==> src/rtl/arb_rr_4_1.sv <==
// arb_rr_4_1: round-robin arbiter sharing one downstream valid/ready port
// among four requesters. A grant is held for a whole transaction, up to and
// including the beat with last=1. One idle cycle separates transactions.
// Optional per-requester grant counters are compiled in with the macro
// ARB_PERF_CNT_EN (adds parameter CNT_W and output grant_cnt).
module arb_rr_4_1 #(
    parameter int DATA_LEN = 32
`ifdef ARB_PERF_CNT_EN
    ,
    parameter int CNT_W    = 16
`endif
) (
    input  logic                  clk,
    input  logic                  rst_n,
    input  logic [3:0]            in_valid,
    input  logic [3:0]            in_last,
    input  logic [4*DATA_LEN-1:0] in_data,
    output logic [3:0]            in_ready,
    output logic                  out_valid,
    output logic                  out_last,
    output logic [DATA_LEN-1:0]   out_data,
    input  logic                  out_ready,
    output logic [1:0]            gnt_sel,
    output logic [3:0]            gnt_oh,
    output logic                  busy
`ifdef ARB_PERF_CNT_EN
    ,
    output logic [4*CNT_W-1:0]    grant_cnt
`endif
);

    typedef enum logic {IDLE = 1'b0, BUSY = 1'b1} state_e;

    state_e     state_q, state_d;
    logic [1:0] ptr_q, ptr_d;
    logic [1:0] gnt_sel_q, gnt_sel_d;
    logic [3:0] gnt_oh_q, gnt_oh_d;

    logic [1:0] cand;
    logic [1:0] pick_idx;
    logic       pick_vld;
    logic       done;

    // Rotating priority scan: first requesting index starting at ptr.
    always_comb begin
        // NOTE: every variable gets a default before any branch so no latch is inferred.
        cand     = '0;
        pick_idx = ptr_q;
        pick_vld = 1'b0;
        for (int k = 0; k < 4; k++) begin
            cand = ptr_q + 2'(k);
            if (!pick_vld && in_valid[cand]) begin
                pick_idx = cand;
                pick_vld = 1'b1;
            end
        end
    end

    // Final beat of the granted transaction is accepted downstream.
    assign done = (state_q == BUSY) && in_valid[gnt_sel_q] && in_last[gnt_sel_q] && out_ready;

    // State register.
    always_ff @(posedge clk or negedge rst_n) begin
        if (!rst_n) begin
            state_q <= IDLE;
        end else begin
            // NOTE: sequential state is updated with non-blocking assignments only.
            state_q <= state_d;
        end
    end

    // Next-state logic: grant on any request, release on the last handshake.
    always_comb begin
        state_d = state_q;
        case (state_q)
            IDLE:    if (pick_vld) state_d = BUSY;
            BUSY:    if (done)     state_d = IDLE;
            default: state_d = IDLE;
        endcase
    end

    // Grant bookkeeping: latch the winner on grant, advance ptr on completion.
    always_comb begin
        ptr_d     = ptr_q;
        gnt_sel_d = gnt_sel_q;
        gnt_oh_d  = gnt_oh_q;
        if (state_q == IDLE && pick_vld) begin
            gnt_sel_d = pick_idx;
            gnt_oh_d  = 4'b0001 << pick_idx;
        end
        if (done) begin
            ptr_d    = gnt_sel_q + 2'd1;
            gnt_oh_d = 4'b0000;
        end
    end

    // Grant registers.
    always_ff @(posedge clk or negedge rst_n) begin
        if (!rst_n) begin
            ptr_q     <= 2'd0;
            gnt_sel_q <= 2'd0;
            gnt_oh_q  <= 4'b0000;
        end else begin
            ptr_q     <= ptr_d;
            gnt_sel_q <= gnt_sel_d;
            gnt_oh_q  <= gnt_oh_d;
        end
    end

    // Output logic: route only the granted requester; nothing passes while idle.
    always_comb begin
        busy      = (state_q == BUSY);
        gnt_sel   = gnt_sel_q;
        gnt_oh    = gnt_oh_q;
        out_data  = in_data[int'(gnt_sel_q)*DATA_LEN +: DATA_LEN];
        out_valid = busy & in_valid[gnt_sel_q];
        out_last  = busy & in_last[gnt_sel_q];
        in_ready  = (busy && out_ready) ? gnt_oh_q : 4'b0000;
    end

`ifdef ARB_PERF_CNT_EN
    logic [CNT_W-1:0] cnt_q [4];
    logic [CNT_W-1:0] cnt_d [4];

    // Saturating count of grants issued to each requester.
    always_comb begin
        for (int i = 0; i < 4; i++) cnt_d[i] = cnt_q[i];
        if (state_q == IDLE && pick_vld && cnt_q[pick_idx] != {CNT_W{1'b1}}) begin
            cnt_d[pick_idx] = cnt_q[pick_idx] + 1'b1;
        end
    end

    // Grant counter registers.
    always_ff @(posedge clk or negedge rst_n) begin
        if (!rst_n) begin
            for (int i = 0; i < 4; i++) cnt_q[i] <= '0;
        end else begin
            for (int i = 0; i < 4; i++) cnt_q[i] <= cnt_d[i];
        end
    end

    // Flatten the counters onto the output bus.
    always_comb begin
        grant_cnt = '0;
        for (int i = 0; i < 4; i++) grant_cnt[i*CNT_W +: CNT_W] = cnt_q[i];
    end
`endif

endmodule

==> config.mk <==
export PLATFORM = sky130hd
export DESIGN_NAME = arb_rr_4_1
export DESIGN_NICKNAME = d
export VERILOG_FILES = /design/src/rtl/arb_rr_4_1.sv
export SDC_FILE = /design/constraint.sdc
export NUM_CORES = 1
export LEC_CHECK = 0
export BUFFER_PORTS_ARGS = -buffer_cell sky130_fd_sc_hd__clkbuf_2
export CAP_MARGIN = 20
export CORE_MARGIN = 2
export CORE_UTILIZATION = 30
export DETAILED_ROUTE_END_ITERATION = 12
export PLACE_DENSITY = 0.86
export SLEW_MARGIN = 20
export SYNTH_ARGS = -nofsm -noshare
export SYNTH_HDL_FRONTEND = slang
export SYNTH_SLANG_ARGS = --single-unit
==> constraint.sdc <==
create_clock -name clk -period 2 [get_ports clk]
set_clock_uncertainty 0.15 [all_clocks]
set_input_delay 0.6 -clock clk [delete_from_list [all_inputs] [get_ports clk]]
set_output_delay 0.6 -clock clk [all_outputs]
set_load 0.1 [all_outputs]
# Yosys cells after proc, flatten, opt, wreduce, memory -nomap -nowiden
# Index checks and enable logic that the tools add are counted.
# W data, S select, Z words.
[op_classes] n_lt_le_gt_ge=5 n_shift=2 mux=25 bitwise=3 add_sub_neg=4 reduce_logical=12
[ops] cell="$shiftx A128 B8 Y32" n=1
[ops] cell="$lt A2 B3 Y1 const B" n=5
[ops] cell="$bmux W1 S2" n=6
[ops] cell="$mux W1" n=12
[ops] cell="$mux W4" n=3
[ops] cell="$logic_and A1 B1 Y1" n=8
[ops] cell="$mux W2" n=3
[ops] cell="$add A2 B1 Y2 const B" n=2
[ops] cell="$add A2 B2 Y2 const B" n=2
[ops] cell="$shl A1 B2 Y4 const A" n=1
[ops] cell="$logic_not A1 Y1" n=3
[ops] cell="$and A1 B1 Y1" n=2
[ops] cell="$pmux W1 S2" n=1
[ops] cell="$reduce_bool A2 Y1" n=1
[ops] cell="$not A1 Y1" n=1
[word_totals] output_inout_bits=45 word_cells=55 ff_bits=9 in_bits=139

# Longest topological paths before layout
[depth] depth_word=15 mapped_depth=5 mapped_depth_nobuf=4

# Worst setup path before layout
# No wires, ideal clock.
[synth_timing] path_type="flip-flop to output port" from="reg gnt_sel_q[0] (netlist: gnt_sel[0])" to="out out_data[15]" setup_slack_ps=-1038 n_path_buf=2 stages_incl_launch_ff=4 arrival_ps=2288 cell_sequence="dfrtp_1 -> buf_6 -> buf_2 -> mux4_2"
[synth_between] elab_chain_cells=1
[synth_lines] element="start, declared" line="36" text="logic [1:0] gnt_sel_q, gnt_sel_d;"
[synth_lines] element="start signal, assigned" line="105" text="gnt_sel_q <= gnt_sel_d;"
[synth_lines] element="$shiftx A128 B8 Y32" line="115" text="out_data = in_data[int'(gnt_sel_q)*DATA_LEN +: DATA_LEN];"
[synth_lines] element="end, declared" line="21" text="output logic [DATA_LEN-1:0] out_data,"
# No other way between the ends.

# Final worst setup path
[layout_timing] from="reg gnt_sel_q[0] (netlist: gnt_sel[0])" to="out out_last"
[layout_between] elab_chain_cells=3
[layout_lines] element="$bmux W1 S2" line="117" text="out_last = busy & in_last[gnt_sel_q];"
[layout_lines] element="$mux W1 (implied by the code)" line="117"
[layout_lines] element="$and A1 B1 Y1" line="117"
[layout_lines] element="end, declared" line="20" text="output logic out_last,"
# No other way between the ends. The select of a mux whose other input is x is not followed.

==> key figures <==
Floorplan
  – Row count: 25
  – Core area: 4720 µm²
  – IO Count: 184
  – Die width: 74.2 µm
  – Die Y: 74.2 µm
  – Die Area: 5500 µm²
  – Initial Util: 31.3%

Logic synthesis
  – Main synth FF type: dfrtp_1
  – Post-synth EDFFs: 0
  – Synth Area in XOR/XNOR: 0.593%
  – Post-synth cell types: 32
  – Post-synthesis sequential area ratio: 15.3%
  – Asr flop ratio synth: 100%
  – Mux cell area share after synthesis: 51.9%
  – Most common cell in the netlist: mux4_2
  – Area leader, netlist: mux4_2
  – Synth Area in Simple Gates: 13.1%
  – Synthesized instance count: 121
  – Synth top area cells: mux4_2 (52%), dfrtp_1 (15%), buf_2 (3.1%)
  – Synth Cell Area: 1480 µm²
  – Adder-cell share of the synthesized area: 0%
  – Largest family of logic cells by synthesized area: multiplexers
  – Yosys top cell area share: 51.9%
  – Avg Synthesized Cell Area: 12.2 µm²
  – Ys Warns: 0
  – Syn Nets: 260
  – Synth top cells by count: mux4_2 (34), buf_2 (9), dfrtp_1 (9), nand2_1 (9), nor2_1 (8)
  – Post-synthesis compound-gate area fraction: 12.8%
  – FF+latch count, synth: 9

Worst setup path
  – R2r startpoint: gnt_sel[0]
  – Critical path origin: gnt_sel[0]
  – Worst Path Arrival: 1690 ps
  – CP Max Fanout: 3
  – WP data required: 1250 ps
  – Reg2reg setup slack: 180 ps
  – Worst reg2reg path depth: 5
  – Worst Setup End Kind: output pin
  – CP Capture Point: out_last
  – WS Path Type: reg -> out
  – Reg-to-reg critical path endpoint: gnt_oh[0]
  – Startpoint types: flop

Placed design
  – DPL Wire Length: 6330 µm
  – Placer's final routability congestion estimate: 0.868
  – Cell Count Post-Placement: 370
  – I/O Buffers: 183

CTS
  – CTS Buf Count: 3
  – TritonCTS clock tree: done
  – Number of hold buffers added after CTS: 0
  – Buffer depth of the longest clock path: 2
  – Clk sinks: 9
  – H-tree levels: 1
  – CTS root buf: clkbuf_8
  – Worst skew pair latency: 240 ps
  – Post-CTS Setup Inserts: 0
  – Clk slew on worst S/H paths: 50 ps

Layout
  – # diodes: 0
  – Fillers: 336
  – Fin nets: 447
  – Register area: 241 µm²
  – Ratio of cells with drive above 1 in the final layout: 82.4%
  – Syn-to-layout area delta: 121%
  – Area of the multi-input gates: 1180 µm²
  – Final Non-Filler Cells: 374

STA
  – Final-report hold violation count: 0
  – Final period utilization: 122%
  – Slew @ Worst Pin: 544 ps
  – Final setup fails: 34
  – Setup_tns: -13960 ps
  – Fmax: 410 MHz
  – RSZ-0062 raised after global routing: yes
  – Worst Slack Setup Final: -442 ps
  – Slew margin rel.: 63.9%
  – Final min period: 2440 ps
  – Final hold slack: 59.1 ps
  – Max-slew violation total from the final report: 0

Global route
  – Total gr overflow: 0
  – Largest net degree at the start of global routing: 26
  – Initial antenna violation count: 0
  – GR Util All Layers: 24.5%
  – First-pass GRT wire length: 10100 µm
  – Vias in the first global route: 2017

Detailed routing
  – Initial DRC count: 99
  – ANT nets after route: 0
  – Drt first pass iters: 4
  – Vias/cell: 5.37
  – DR vias: 2009
  – DR WL/cell: 19.2 µm
  – DRC Markers: 0
  – Detailed Route WL: 7190 µm

Hold path
  – Hold crit path type: in -> async

Run status
  – Failing checks: negative setup slack
  – Status: complete, but fails checks

Flow run
  – Max_cap viols: 0
-- worst min-delay path by stage --
stage	start	endpoint	slack [ps]	depth (start not counted)
after floorplan	rst_n	gnt_oh[0]	150	0
after global placement	rst_n	busy	300	1
after detailed placement	rst_n	gnt_sel[0]	320	1
after CTS	rst_n	gnt_sel[0]	60	1
after global routing	rst_n	gnt_sel[0]	70	1
final	rst_n	gnt_sel[0]	60	1
-- layer usage --
layer	GRT usage (%)	part of all wire (%)	routed length (µm)
met1	24.6	31	2260
met5	0	0	0
met4	10.7	4.2	305
met2	46.9	55	3960
met3	6.78	9.3	668
-- cell usage in the layout (no fill, tap or decap), types with 2 or more instances in the layout --
| cell type | Yosys | layout |
|---|---|---|
| clkbuf_8 | 0 | 3 |
| a21oi_1 | 5 | 5 |
| o21ai_0 | 5 | 5 |
| a31oi_1 | 3 | 3 |
| dfrtp_2 | 0 | 4 |
| nand3_1 | 3 | 3 |
| nor2_1 | 8 | 8 |
| dfrtp_1 | 9 | 2 |
| nand3b_1 | 3 | 3 |
| dfrtp_4 | 0 | 3 |
| and3_4 | 0 | 4 |
| clkbuf_2 | 0 | 139 |
| o221a_1 | 3 | 3 |
| mux4_2 | 34 | 34 |
| buf_4 | 1 | 14 |
| inv_1 | 3 | 3 |
| o221ai_1 | 2 | 2 |
| and2_4 | 0 | 2 |
| buf_12 | 0 | 43 |
| nand2_1 | 9 | 9 |
-- through the flow --
step / area [µm²] / setup WS [ps] / util [%]
floorplan: 1580 / -475 / -
global placement: 3200 / -299 / 67.8
detailed placement: 3200 / -304 / 67.8
CTS: 3250 / -442 / 68.8
global route: 3260 / -484 / 69.0
finish: 3260 / -442 / 69.0
-- repair_timing --
action                                  in CTS  in global routing
resized for setup                            0                  1
pin swaps                                    0                  0
endpoints found under the setup margin      34                 34
-- flip-flops by register name (all words and copies together), names as in the netlist --
name,count
gnt_oh,4
gnt_sel,2
ptr_q,2
busy,1
-- worst max-delay path, cell delays in order, from the launching register on --
cell and delay [ps]:
dfrtp_4 500, buf_4 170, mux4_2 430, and2_4 190, buf_12 160
-- final cells by class --
| type | count | area share, % |
|---|---|---|
| clock buffer | 3 | 1.27 |
| inverter | 4 | 0.461 |
| tap | 67 | 2.57 |
| timing repair buffer | 197 | 51.8 |
| sequential | 9 | 7.41 |
| clock inverter | 1 | 0.154 |
| multi-input combinational | 93 | 36.3 |
-- logic make-up (layout without fill, tap and decap cells) --
family | count (synthesis) | after routing
AO/OA/AOI/OAI | 25 | 25
XOR/XNOR | 1 | 1
buffers and inverters | 19 | 205
flip-flops | 9 | 9
multiplexers | 34 | 34
AND/OR/NAND/NOR | 33 | 33
Power is left out: the tool's default activity adds up to more than one toggle a clock period on the data nets, which glitch-free logic cannot reach.
